<file path="src/rtl/tdm_pkg.sv">
// Shared types and sizes for the TDM deframer and its slot demultiplexer.
package tdm_pkg;
  localparam int SLOTS   = 8;
  localparam int SEL_W   = 3;
  localparam int FRAME_W = 8;

  typedef enum logic {
    HUNT    = 1'b0,
    COLLECT = 1'b1
  } state_t;
endpackage

</file>
<file path="src/rtl/demux8.sv">
// 1-to-8 demultiplexer: routes input a to output y<s2 s1 s0>; purely combinational, no backpressure.
module demux8 (
  input  logic a,
  input  logic s2,
  input  logic s1,
  input  logic s0,
  output logic y0,
  output logic y1,
  output logic y2,
  output logic y3,
  output logic y4,
  output logic y5,
  output logic y6,
  output logic y7
);
  assign y0 = a & ~s2 & ~s1 & ~s0;
  assign y1 = a & ~s2 & ~s1 &  s0;
  assign y2 = a & ~s2 &  s1 & ~s0;
  assign y3 = a & ~s2 &  s1 &  s0;
  assign y4 = a &  s2 & ~s1 & ~s0;
  assign y5 = a &  s2 & ~s1 &  s0;
  assign y6 = a &  s2 &  s1 & ~s0;
  assign y7 = a &  s2 &  s1 &  s0;
endmodule

</file>
<file path="src/rtl/tdm_deframer.sv">
// Serial 8-slot TDM deframer: tracks frame alignment, assembles each frame into a parallel word.
// frame_valid/sync_err pulse one cycle after the triggering beat; din_valid=0 stalls with no state change.
module tdm_deframer #(
  parameter int SLOTS = 8,
  parameter int SEL_W = 3
) (
  input  logic             clk,
  input  logic             rst,
  input  logic             din,
  input  logic             din_valid,
  input  logic             sync,
  output logic [SEL_W-1:0] ch_sel,
  output logic [7:0]       frame_out,
  output logic             frame_valid,
  output logic             sync_err,
  output logic             locked
);
  import tdm_pkg::*;

  localparam logic [SEL_W-1:0] LAST_SLOT = SEL_W'(SLOTS - 1);

  state_t               state_q, state_d;
  logic [SEL_W-1:0]     ch_sel_q, ch_sel_d;
  logic [FRAME_W-1:0]   shadow_q, shadow_d;
  logic [FRAME_W-1:0]   frame_q, frame_d;
  logic                 frame_valid_q, frame_valid_d;
  logic                 sync_err_q, sync_err_d;
  logic                 locked_q, locked_d;

  logic                 discard, early, accept;
  logic [FRAME_W-1:0]   slot_y, slot_we;

  always_comb begin
    discard = 1'b0;
    early   = 1'b0;
    if (state_q == HUNT) begin
      discard = ~sync;
    end else begin
      discard = ~sync && (ch_sel_q == '0);
      early   = din_valid && sync && (ch_sel_q != '0);
    end
  end

  assign accept = din_valid & ~discard;

  demux8 u_demux (
    .a  (accept),
    .s2 (ch_sel_q[2]),
    .s1 (ch_sel_q[1]),
    .s0 (ch_sel_q[0]),
    .y0 (slot_y[0]),
    .y1 (slot_y[1]),
    .y2 (slot_y[2]),
    .y3 (slot_y[3]),
    .y4 (slot_y[4]),
    .y5 (slot_y[5]),
    .y6 (slot_y[6]),
    .y7 (slot_y[7])
  );

  // An early marker restarts the frame, so slot 0 is written regardless of ch_sel.
  assign slot_we  = slot_y | {{(FRAME_W-1){1'b0}}, early};
  assign shadow_d = (shadow_q & ~slot_we) | ({FRAME_W{din}} & slot_we);

  always_comb begin
    state_d       = state_q;
    ch_sel_d      = ch_sel_q;
    frame_d       = frame_q;
    frame_valid_d = 1'b0;
    sync_err_d    = 1'b0;
    if (din_valid) begin
      if (state_q == HUNT) begin
        if (sync) begin
          ch_sel_d = SEL_W'(1);
          state_d  = COLLECT;
        end
      end else if (early) begin
        sync_err_d = 1'b1;
        ch_sel_d   = SEL_W'(1);
      end else if (discard) begin
        sync_err_d = 1'b1;
        ch_sel_d   = '0;
        state_d    = HUNT;
      end else begin
        if (ch_sel_q == LAST_SLOT) begin
          frame_d       = {din, shadow_q[FRAME_W-2:0]};
          frame_valid_d = 1'b1;
        end
        ch_sel_d = ch_sel_q + SEL_W'(1);
      end
    end
    locked_d = (state_d == COLLECT);
  end

  always_ff @(posedge clk) begin
    if (rst) begin
      state_q       <= HUNT;
      ch_sel_q      <= '0;
      shadow_q      <= '0;
      frame_q       <= '0;
      frame_valid_q <= 1'b0;
      sync_err_q    <= 1'b0;
      locked_q      <= 1'b0;
    end else begin
      state_q       <= state_d;
      ch_sel_q      <= ch_sel_d;
      shadow_q      <= shadow_d;
      frame_q       <= frame_d;
      frame_valid_q <= frame_valid_d;
      sync_err_q    <= sync_err_d;
      locked_q      <= locked_d;
    end
  end

  assign ch_sel      = ch_sel_q;
  assign frame_out   = frame_q;
  assign frame_valid = frame_valid_q;
  assign sync_err    = sync_err_q;
  assign locked      = locked_q;
endmodule

</file>
<file path="config.mk">
export PLATFORM = sky130hd
export DESIGN_NAME = tdm_deframer
export DESIGN_NICKNAME = d
export VERILOG_FILES = /design/src/rtl/tdm_pkg.sv /design/src/rtl/demux8.sv /design/src/rtl/tdm_deframer.sv
export SDC_FILE = /design/constraint.sdc
export NUM_CORES = 1
export LEC_CHECK = 0
export ABC_AREA = 1
export BUFFER_PORTS_ARGS = -buffer_cell sky130_fd_sc_hd__buf_2
export CAP_MARGIN = 20
export CORE_MARGIN = 10
export CORE_UTILIZATION = 50
export CTS_BUF_LIST = sky130_fd_sc_hd__clkbuf_2 sky130_fd_sc_hd__clkbuf_4 sky130_fd_sc_hd__clkbuf_8
export DETAILED_ROUTE_END_ITERATION = 10
export PLACE_DENSITY = 0.77
export SYNTH_ARGS = -nofsm -noshare
export SYNTH_HDL_FRONTEND = slang
export SYNTH_HIERARCHICAL = 1
export SYNTH_SLANG_ARGS = --single-unit
</file>
<file path="constraint.sdc">
create_clock -name clk -period 1.5 [get_ports clk]
set_input_delay 0.3 -clock clk [delete_from_list [all_inputs] [get_ports clk]]
set_output_delay 0.3 -clock clk [all_outputs]
set_load 0.05 [all_outputs]
</file>
==> reports/qor.txt <==
Dpl ws = 60.2 ps
Run status = completed
CTS Buffer Depth = 2
Drt drc = 0
CP max FO = 5
Cells after Synth = 140
Fillers = 151
Highest routed layer = met4
I/O Buffers = 18
Final Hold Fails = 0
Final ANT Viol Nets = 0
Detailed Route Iter0 Violations = 32
First-pass GRT wire length = 3480 microns
DR pass1 iterations = 4
Final worst setup slack = 22.2 ps
Fmax = 677 MHz
Net count, final = 175
Skew final = 3.52 ps
Share of layout cells above drive strength 1 = 26.5%
Ys Warns = 6
Kind of critical path = flip-flop to flip-flop
Met3 wire length = 195 microns
DPL Wire Length = 1520 microns
Vert. Die Dim = 64.0 microns
Initial antenna violation count = 0
Via/cell ratio = 4.95
Total global routing overflow = 0
Final Cycle Share = 98.5%
Synthesized area = 966 sq um
Total global-route track usage = 9.90%
Worst VDD drop = 0.560 mV
Core box area = 0.00178 sq mm
Worst EP required = 1700 ps
Area Overhead vs Synth = 21.9%
Largest net degree at the start of global routing = 18
Met2 wire length = 1030 microns
Initial core utilization = 54.2%
Leak = 0.558 nW
Cell Pwr Density = 805 mW/mm^2
Post-placement cell area = 0.00110 sq mm
Max Slew Vio Count = 0
Total CTS buffers = 3
Setup violations, final = 0
CTS Sinks = 21
Layout Cells excl Fill = 191
Fin crit period = 1480 ps
Pin slew with the least headroom to its limit = 490 ps
Min Hold Slack = 182 ps
Htree depth = 1
Clk Latency, worst-skew pair = 290 ps
Root buffer selected by CTS = clkbuf_4
Max_cap viols = 0
Die W = 64.0 microns
Number of global-route vias before repair = 852
Reg clk slew, reported paths = 120 ps
Wire length per cell = 12.0 microns
Mean Syn Cell Area = 6.90 sq um
Final core utilization = 66.0%
N_diodes = 0
Via count = 945
Synth Net Count = 148
Total wire length = 2290 microns
Hold Path Class = input pin to flip-flop
DRT met1 WL = 1030 microns
Relative slew slack = 67.3%
Data arrival, critical path = 1680 ps
GPL Wtd Cong = 0.879
Die area = 0.00409 sq mm
Clock tree from TritonCTS = done
Dpl cells = 183
Number of cell rows = 15
RSZ-0062 raised after global routing = yes
CP Capture Type = flip-flop
# IOs = 19
CP startpoint kind = flip-flop
Finished Cell Area = 0.00118 sq mm
## area by class of cell
cell class | count | area (sq um) | area share [%]
repair buffers | 23 | 128 | 10.8
multi-input cells | 92 | 463 | 39.3
well taps | 25 | 31.3 | 2.66
clock buffers | 3 | 22.5 | 1.91
inverters | 26 | 97.6 | 8.29
clock inverters | 1 | 5.00 | 0.425
flip-flops and latches | 21 | 430 | 36.6
## worst paths after layout
kind	from	end	slack, ps	depth (start not counted)
max	ch_sel[1]$_SDFFE_PP0P_	flip-flop	20	10
min	rst	ch_sel[1]$_SDFFE_PP0P_	180	2
max reg2reg	ch_sel[1]$_SDFFE_PP0P_	flip-flop	20	10
min reg2reg	frame_out[7]$_SDFFE_PP0P_	frame_out[7]$_SDFFE_PP0P_	490	2
## what timing repair did
item	CTS	global route
resized for setup	0	5
endpoints found under the setup margin	0	15
setup buffers	0	4
hold buffers	0	0
## cell usage in the layout, fill, tap and decap left out, drive strengths merged
cell type / n
nor2: 30
inv: 26
buf: 23
nand2: 21
dfxtp: 21
nand3: 18
a21oi: 13
o21ai: 7
clkbuf: 3
ha: 3
clkinv: 1
## per-stage QoR
| step | setup TNS [ps] | total power, mW |
|---|---|---|
| after global placement | 0 | 0.678 |
| final | 0 | 0.948 |
| after global routing | -386 | 0.994 |
| after CTS | 0 | 0.944 |
| after floorplan | 0 | 0.652 |
| after detailed placement | 0 | 0.681 |
## worst max-delay path: stages, from the launching register on
cell and delay, ps:
dfxtp_4 400, inv_1 50, ha_2 170, nand3_2 70
nand2_1 90, inv_2 110, nand3_2 100, nor2_1 140
inv_1 60, a21oi_1 130, nor2_1 60
## routing by layer
metal,global-route usage (%),vias to the layer above
met5,0,-
met4,3.28,0
met3,4.01,4
met2,15.4,36
met1,12.1,416
li1,-,489
## power by group
group | switching [mW] | internal (mW) | total (mW)
clock network | 0.166 | 0.0992 | 0.265
registers | 0.00405 | 0.563 | 0.567
logic | 0.0815 | 0.0340 | 0.115
Power figures use the tool's default switching activity.
